[src/rtl/tb4004_pkg.sv]
// Shared definitions for the 4004-style CPU front end: machine-cycle
// encodings, opcode nibbles of the two-byte instructions, and the
// two-byte instruction detector used by fetch and decode.
package tb4004_pkg;

    typedef enum logic [2:0] {
        CYC_A1 = 3'd0,
        CYC_A2 = 3'd1,
        CYC_A3 = 3'd2,
        CYC_M1 = 3'd3,
        CYC_M2 = 3'd4,
        CYC_X1 = 3'd5,
        CYC_X2 = 3'd6,
        CYC_X3 = 3'd7
    } cycle_e;

    localparam logic [3:0] JCN     = 4'h1;
    localparam logic [3:0] FIM_SRC = 4'h2;
    localparam logic [3:0] JUN     = 4'h4;
    localparam logic [3:0] JMS     = 4'h5;
    localparam logic [3:0] ISZ     = 4'h7;

    // FIM and SRC share the opr nibble; only FIM (opa bit 0 clear) has a
    // second word.
    function automatic logic isTwoByte(input logic [3:0] opr, input logic [3:0] opa);
        logic result;
        case (opr)
            JCN, JUN, JMS, ISZ: result = 1'b1;
            FIM_SRC:            result = ~opa[0];
            default:            result = 1'b0;
        endcase
        return result;
    endfunction

endpackage

[src/rtl/tb4004_cycle_gen.sv]
// Free-running 8-state machine-cycle generator (A1..X3) with a registered
// sync flag that is high while the counter sits in X3.
module tb4004_cycle_gen
    import tb4004_pkg::*;
(
    input  logic       clk_i,
    input  logic       rstN_i,
    output logic [2:0] cycle_o,
    output logic       sync_o
);

    cycle_e state_q;
    cycle_e state_d;
    logic   sync_q;
    logic   sync_d;

    // State register: counter and sync flag move together so sync lines up with X3.
    always_ff @(posedge clk_i or negedge rstN_i) begin
        if (!rstN_i) begin
            state_q <= CYC_A1;
            sync_q  <= 1'b0;
        end else begin
            state_q <= state_d;
            sync_q  <= sync_d;
        end
    end

    // Next-state logic: step every clock, wrapping X3 back to A1.
    always_comb begin
        state_d = cycle_e'(state_q + 3'd1);
        sync_d  = (state_d == CYC_X3);
    end

    // Output logic: expose the registered state and sync flag.
    always_comb begin
        cycle_o = state_q;
        sync_o  = sync_q;
    end

endmodule

[src/rtl/fetch_timing_unit.sv]
// CPU-side ROM bus initiator: owns the program counter, drives PC nibbles
// in A1-A3, captures instruction nibbles in M1-M2, tracks the second word
// of two-byte instructions and takes jump loads at the end of X3.
module fetch_timing_unit #(
    parameter logic [11:0] RESET_PC = 12'h000
) (
    input  logic        clk,
    input  logic        rstN,
    input  logic [3:0]  dataIn,
    input  logic        jumpEn,
    input  logic [11:0] jumpAddr,
    output logic [2:0]  cycle,
    output logic        sync,
    output logic [3:0]  dataOut,
    output logic        dataOutEn,
    output logic [3:0]  opr,
    output logic [3:0]  opa,
    output logic [7:0]  immOut,
    output logic        secondWord,
    output logic [11:0] pc
);

    import tb4004_pkg::*;

    logic [11:0] pc_q;
    logic [11:0] pc_d;
    logic [3:0]  opr_q;
    logic [3:0]  opr_d;
    logic [3:0]  opa_q;
    logic [3:0]  opa_d;
    logic [7:0]  imm_q;
    logic [7:0]  imm_d;
    logic        second_q;
    logic        second_d;

    tb4004_cycle_gen u_cycleGen (
        .clk_i   (clk),
        .rstN_i  (rstN),
        .cycle_o (cycle),
        .sync_o  (sync)
    );

    // Fetch state registers; reset discards any pending second word.
    always_ff @(posedge clk or negedge rstN) begin
        if (!rstN) begin
            pc_q     <= RESET_PC;
            opr_q    <= 4'h0;
            opa_q    <= 4'h0;
            imm_q    <= 8'h00;
            second_q <= 1'b0;
        end else begin
            pc_q     <= pc_d;
            opr_q    <= opr_d;
            opa_q    <= opa_d;
            imm_q    <= imm_d;
            second_q <= second_d;
        end
    end

    // Capture, PC increment and second-word / jump decisions keyed on the machine cycle.
    always_comb begin
        pc_d     = pc_q;
        opr_d    = opr_q;
        opa_d    = opa_q;
        imm_d    = imm_q;
        second_d = second_q;
        case (cycle)
            CYC_M1: begin
                if (second_q) imm_d[7:4] = dataIn;
                else          opr_d      = dataIn;
            end
            CYC_M2: begin
                if (second_q) imm_d[3:0] = dataIn;
                else          opa_d      = dataIn;
                pc_d = pc_q + 12'd1;
            end
            CYC_X3: begin
                if (jumpEn) begin
                    pc_d     = jumpAddr;
                    second_d = 1'b0;
                end else if (!second_q && isTwoByte(opr_q, opa_q)) begin
                    second_d = 1'b1;
                end else begin
                    second_d = 1'b0;
                end
            end
            default: begin
            end
        endcase
    end

    // Bus drive: PC nibbles low-to-high during A1-A3, bus released otherwise.
    always_comb begin
        dataOut   = 4'h0;
        dataOutEn = 1'b0;
        case (cycle)
            CYC_A1: begin
                dataOut   = pc_q[3:0];
                dataOutEn = 1'b1;
            end
            CYC_A2: begin
                dataOut   = pc_q[7:4];
                dataOutEn = 1'b1;
            end
            CYC_A3: begin
                dataOut   = pc_q[11:8];
                dataOutEn = 1'b1;
            end
            default: begin
            end
        endcase
    end

    assign pc         = pc_q;
    assign opr        = opr_q;
    assign opa        = opa_q;
    assign immOut     = imm_q;
    assign secondWord = second_q;

endmodule
[config.mk]
export PLATFORM = sky130hd
export DESIGN_NAME = fetch_timing_unit
export DESIGN_NICKNAME = d
export VERILOG_FILES = /design/src/rtl/tb4004_pkg.sv /design/src/rtl/tb4004_cycle_gen.sv /design/src/rtl/fetch_timing_unit.sv
export SDC_FILE = /design/constraint.sdc
export NUM_CORES = 1
export LEC_CHECK = 0
export ABC_AREA = 1
export CAP_MARGIN = 20
export CORE_ASPECT_RATIO = 0.75
export CORE_MARGIN = 4
export CORE_UTILIZATION = 43
export CTS_BUF_LIST = sky130_fd_sc_hd__clkbuf_4 sky130_fd_sc_hd__clkbuf_8
export CTS_CLUSTER_SIZE = 8
export DETAILED_ROUTE_END_ITERATION = 12
export GPL_TIMING_DRIVEN = 0
export PLACE_DENSITY = 0.78
export SYNTH_ARGS = -nofsm -noshare
export SYNTH_HDL_FRONTEND = slang
export SYNTH_SLANG_ARGS = --single-unit
[constraint.sdc]
create_clock -name clk -period 1.7 [get_ports clk]
set_clock_uncertainty 0.15 [all_clocks]
set_input_delay 0.34 -clock clk [delete_from_list [all_inputs] [get_ports clk]]
set_output_delay 0.34 -clock clk [all_outputs]
set_load 0.05 [all_outputs]
; Yosys cells after proc, flatten, opt, wreduce, memory -nomap -nowiden
; Cells that the tools add are included.
; Widths: inputs -> output; s select.
[totals]
regBits = 33
output_inout_bits = 38
word_cells = 44
[op_classes]
n_addsub = 2
eq_ne = 12
n_mux = 9
bitwise = 2
reduce_logical = 11
[ops]
columns = op, n
row1 = $pmux 12 s2, 1
row2 = $add 12x1->12 const B, 1
row3 = $eq 4x3->1 const B, 3
row4 = $mux 12, 1
row5 = $pmux 4 s3, 1
row6 = $reduce_and 2->1, 5
row7 = $eq 3x3->1 const B, 3
row8 = $eq 3x2->1 const B, 2
row9 = $mux 1, 5
row10 = $eq 4x1->1 const B, 1
row11 = $eq 4x2->1 const B, 1
row12 = $reduce_or 4->1, 1
row13 = $add 3x1->3 const B, 1
row14 = $eq 3x1->1 const B, 1
row15 = $logic_not 3->1, 1
row16 = $reduce_or 3->1, 1
row17 = $ne 2x2->1 const B, 1
row18 = $not 1->1, 2
row19 = $pmux 1 s2, 1
row20 = $reduce_bool 2->1, 1
row21 = $logic_and 1x1->1, 1
row22 = $logic_not 1->1, 1

; Depth between registers and ports, before layout
[depth]
ltp_word = 8
ltp_mapped = 10

; By module
; A second synthesis with hierarchy kept.
[hier_totals]
cells_unflattened = 231
hier_area_um2 = 1774.2
[by_module_without_submodules]
columns = module, instances, cells_per_inst, area_per_inst_um2
row1 = fetch_timing_unit, 1, 215, 1606.5
row2 = tb4004_cycle_gen, 1, 16, 167.7

; Worst setup path before layout
; No wires, ideal clock.
[synth_path]
path_kind = reg2out
start = register u_cycleGen.state_q[0] (netlist: u_cycleGen.cycle_o[0])
end = output port dataOutEn
arrival_time_ns = 1.823
required_time_ns = 1.210
setup_slack_ns = -0.613
stages_incl_launch_ff = 5
n_path_buf = 0
cell_sequence = dfrtp_1 inv_1 ha_1 inv_1 a31oi_1
[synth_between]
elab_chain_len = 3
word_cells_on_any_way = 5
[synth_rtl]
columns = element, line_no
row1 = start: declaration, tb4004_cycle_gen.sv:12  ; cycle_e state_q;
row2 = start signal: assignment, tb4004_cycle_gen.sv:23  ; state_q <= state_d;
row3 = "$eq 3x2->1, or another cell as far along", fetch_timing_unit.sv:96  ; case (cycle)
row4 = $reduce_or 3->1 (no line) *, --
row5 = $mux 1 *, fetch_timing_unit.sv:96
row6 = end: declaration, fetch_timing_unit.sv:15  ; output logic dataOutEn,
; Mark *: on every way between the ends. The rest lies on a longest branch, timed or not.

; Final worst setup path
[layout_path]
start = register u_cycleGen.state_q[1] (netlist: u_cycleGen.cycle_o[1])
end = output port dataOut[3]
[layout_between]
elab_chain_len = 2
word_cells_on_any_way = 4
[layout_rtl]
columns = element, line_no
row1 = "$eq 3x2->1, or another cell as far along", fetch_timing_unit.sv:96
row2 = $pmux 4 s3 *, fetch_timing_unit.sv:96
row3 = end: declaration, fetch_timing_unit.sv:14  ; output logic [3:0] dataOut,
; Marked as above.

==> results.md <==
* Crit path max fanout at 4
* Total Power at 2498 uW
* Filler Cells Inserted at 290
* Max_cap viols at 0
* Global-route track usage on met1 at slightly below 30%
* PortBufs at 56
* Antenna violations before repair at 0
* Crit path depth at 7
* Remaining global-route overflow at 0
* Leak at between 0.001 and 0.0015 uW
* Hold Path Stages at 2
* Pin count of the biggest net entering global routing at 34
* Cell Pwr Density at 857.8 mW/mm^2
* Clock slew at reported path FFs at about 0.060 ns
* Critical-path cell list: inv_4 -> ha_4 -> inv_4 -> nor2_4 -> nand2_2 -> nand3_4 -> buf_8
* Drt total wl at 5429 um
* Final Max Slew Viols at 0
* Detailed Routing Iterations Pass 1 at 4
* Post-synth top area share at around 46%
* H-tree depth at 2
* Tot GR Track Use at about a fifth
* Layout cell share with drive strength beyond 1 at 34.54%
* Number of vias per cell at 5.025
* Clock sinks at 33
* Placer Congestion at 0.7985
* Status: finished, violations left
* Die W at 82.67 um
* Ranking of synthesized cells by area: dfrtp_1 46%, nand2_1 15%, o21ai_0 6.7%
* Synth top cells by count: 73 x nand2_1, 33 x dfrtp_1, 24 x o21ai_0
* Layout Nets at 329
* Synth-to-Final Area Change at 62.00%
* Worst Path Buf+Inv at 3
* #FFs+latches synth at 33
* Async set-reset flop share out of synthesis at between 90% and 100%
* First-pass GRT wire length at 8307 um
* Hold_ws at 0.3343 ns
* ANT nets after route at 0
* Delay-heaviest family, CP: flip-flops
* Total core area at 0.004054 sq mm
* Maximum root-to-sink buffer count at 2
* Cells after Synth at ~230
* Avg Cell Area, Syn at 7.991 sq um
* Top_reg_cell synth: dfrtp_1
* Number of global-route vias before repair at ~1700
* Slowest stage cell, crit path: dfrtp_2
* Least-Margin Pin Slew at 0.7430 ns
* Synthesized Nets at 251
* Wire per inst at 15.12 um
* CTS buffer count at 5
* Synth unique cells at 27
* YS warnings at 0
* WP data arrival at 1.52 ns
* CP endpoint kind: output port
* ANT cells at 0
* Failing checks: setup timing
* Fin cells at 359
* Initial Utilization at 44.35%
* Class of the worst hold path: reg -> reg
* Crit path top cell by count: inv_4
* Clock network latency to the later pin of the worst-skew pair at between 0.2 and 0.3 ns
* Reg2Reg Depth at 9
* Area leader, netlist: dfrtp_1
* Type of the worst setup path: reg -> out
* CTS root buffer: clkbuf_8
* Sequential element share of the synthesized area at 45.93%
* # IOs at 57
* M2 GR Usage at 31.60%
* Setup crit start kind: flop
* Die Y at 64 um
* HPWL Detailed at approximately 3500 um
* Vias at roughly 1800
* CP peak stage delay at 0.44 ns
* Final setup TNS at -3.977 ns
* Post-synth EDFFs at 0
* Met3 usage at 5.211%
* Peak Freq at 497.1 MHz
* Final hold violation count at 0
* Top-count cell post-synth: nand2_1
* Unrepaired setup endpoints after global routing: yes
* Die ar. at 0.005291 sq mm
* Period utilization at 118.3%
* Peak VDD IR at 523.5 uV
* Critical path required time at 1.21 ns
* Period minus WS final at 2.012 ns
* Drt drc at 0
* Site row count at 20
* DRT iter0 DRCs at between 100 and 150
* Busiest grt layer: met2
* Post-Syn Area at 0.001798 sq mm
* # setup viols final at 19
* CTS tree: yes
* Slew headroom at 50.47%
* Setup WS post-layout at -0.3117 ns
* Placed insts at 336
per-stage QoR:
stage | setup slack [ns] | utilization [%] | instance area, sq um
finish | -0.3117 | 71.85 | 2913
global route | -0.3722 | 71.85 | 2913
CTS | -0.2681 | 68.80 | 2789
detailed placement | -0.6908 | 62.56 | 2536
global placement | -0.7267 | 62.69 | 2541
floorplan | -0.05750 | - | 1912
registers in the layout (all words and copies together), names as in the netlist:
register and cells:
secondWord 1, u_cycleGen.sync_o 1, pc 12, opa 4, immOut 8, opr 4, u_cycleGen.cycle_o 3
cell families after synthesis:
logic type,Yosys count,synth area share [%]
AND/OR/NAND/NOR,118,28.60
AO/OA/AOI/OAI,38,11.62
flip-flops,33,45.93
buffers and inverters,26,7.516
adder cells (fa/ha/maj),7,4.871
XOR/XNOR,3,1.462
cells in the final DEF (no fill, tap or decap), drive strengths merged:
cell type      synthesis  final
a21oi                  7      7
a31oi                  2      2
buf                    4     28
clkbuf                 1     13
clkdlybuf4s15          0     14
clkdlybuf4s50          0     17
dfrtp                 33     33
dlygate4sd2            0     11
dlygate4sd3            0      1
ha                     7      7
inv                   21     21
nand2                 74     74
nand3                 13     13
nand3b                 2      2
nand4                  3      3
nor2                  23     23
nor4                   1      1
o21ai                 28     28
o22ai                  1      1
or2                    2      2
xnor2                  2      2
xor2                   1      1
worst paths after layout:
check / start / slack (ns) / endpoint
max in group asynchronous: rstN / 0.36 / u_cycleGen.cycle_o[0]
min in group asynchronous: rstN / 0.50 / pc[3]
worst min register to register: immOut[0] / 0.33 / immOut[0]
worst min-delay path: immOut[0] / 0.33 / immOut[0]
worst max register to register: u_cycleGen.cycle_o[0] / -0.24 / pc[7]
worst max-delay path: u_cycleGen.cycle_o[1] / -0.31 / dataOut[3]
power by group:
part	internal, uW	switching [uW]	leakage, uW	total [uW]
Sequential	887	114	0.000391	1000
Combinational	261	598	0.000941	859
Clock	362	276	0.0000523	638
per-layer routing:
metal,vias to the layer above,wire length (um)
met5,-,0
met1,858,2395
met4,0,57
li1,880,-
met2,58,2602
met3,8,373
cell type report:
cell class	count	area, sq um	area share [%]
Buffer	4	51.30	1.761
Tap cell	55	68.82	2.363
Multi-Input combinational cell	166	1077	36.98
Clock buffer	8	97.59	3.351
Inverter	21	96.34	3.308
Timing Repair Buffer	72	689.4	23.67
Sequential cell	33	832.0	28.57
worst min-delay path, cell delays in order, from the launching register on:
cell and delay, ns:
dfrtp_1 0.34, nand2_1 0.05, o21ai_0 0.06
what timing repair did:
| action | in CTS | in global routing |
|---|---|---|
| endpoints found under the setup margin | 49 | 28 |
| buffers inserted | 6 | 7 |
| pin swaps | 6 | 4 |
| hold buffers | 1 | 0 |
| endpoints found under the hold margin | 16 | 0 |
| gates resized for setup | 128 | 37 |
| cloned | 1 | 1 |
Power figures use the tool's default switching activity.
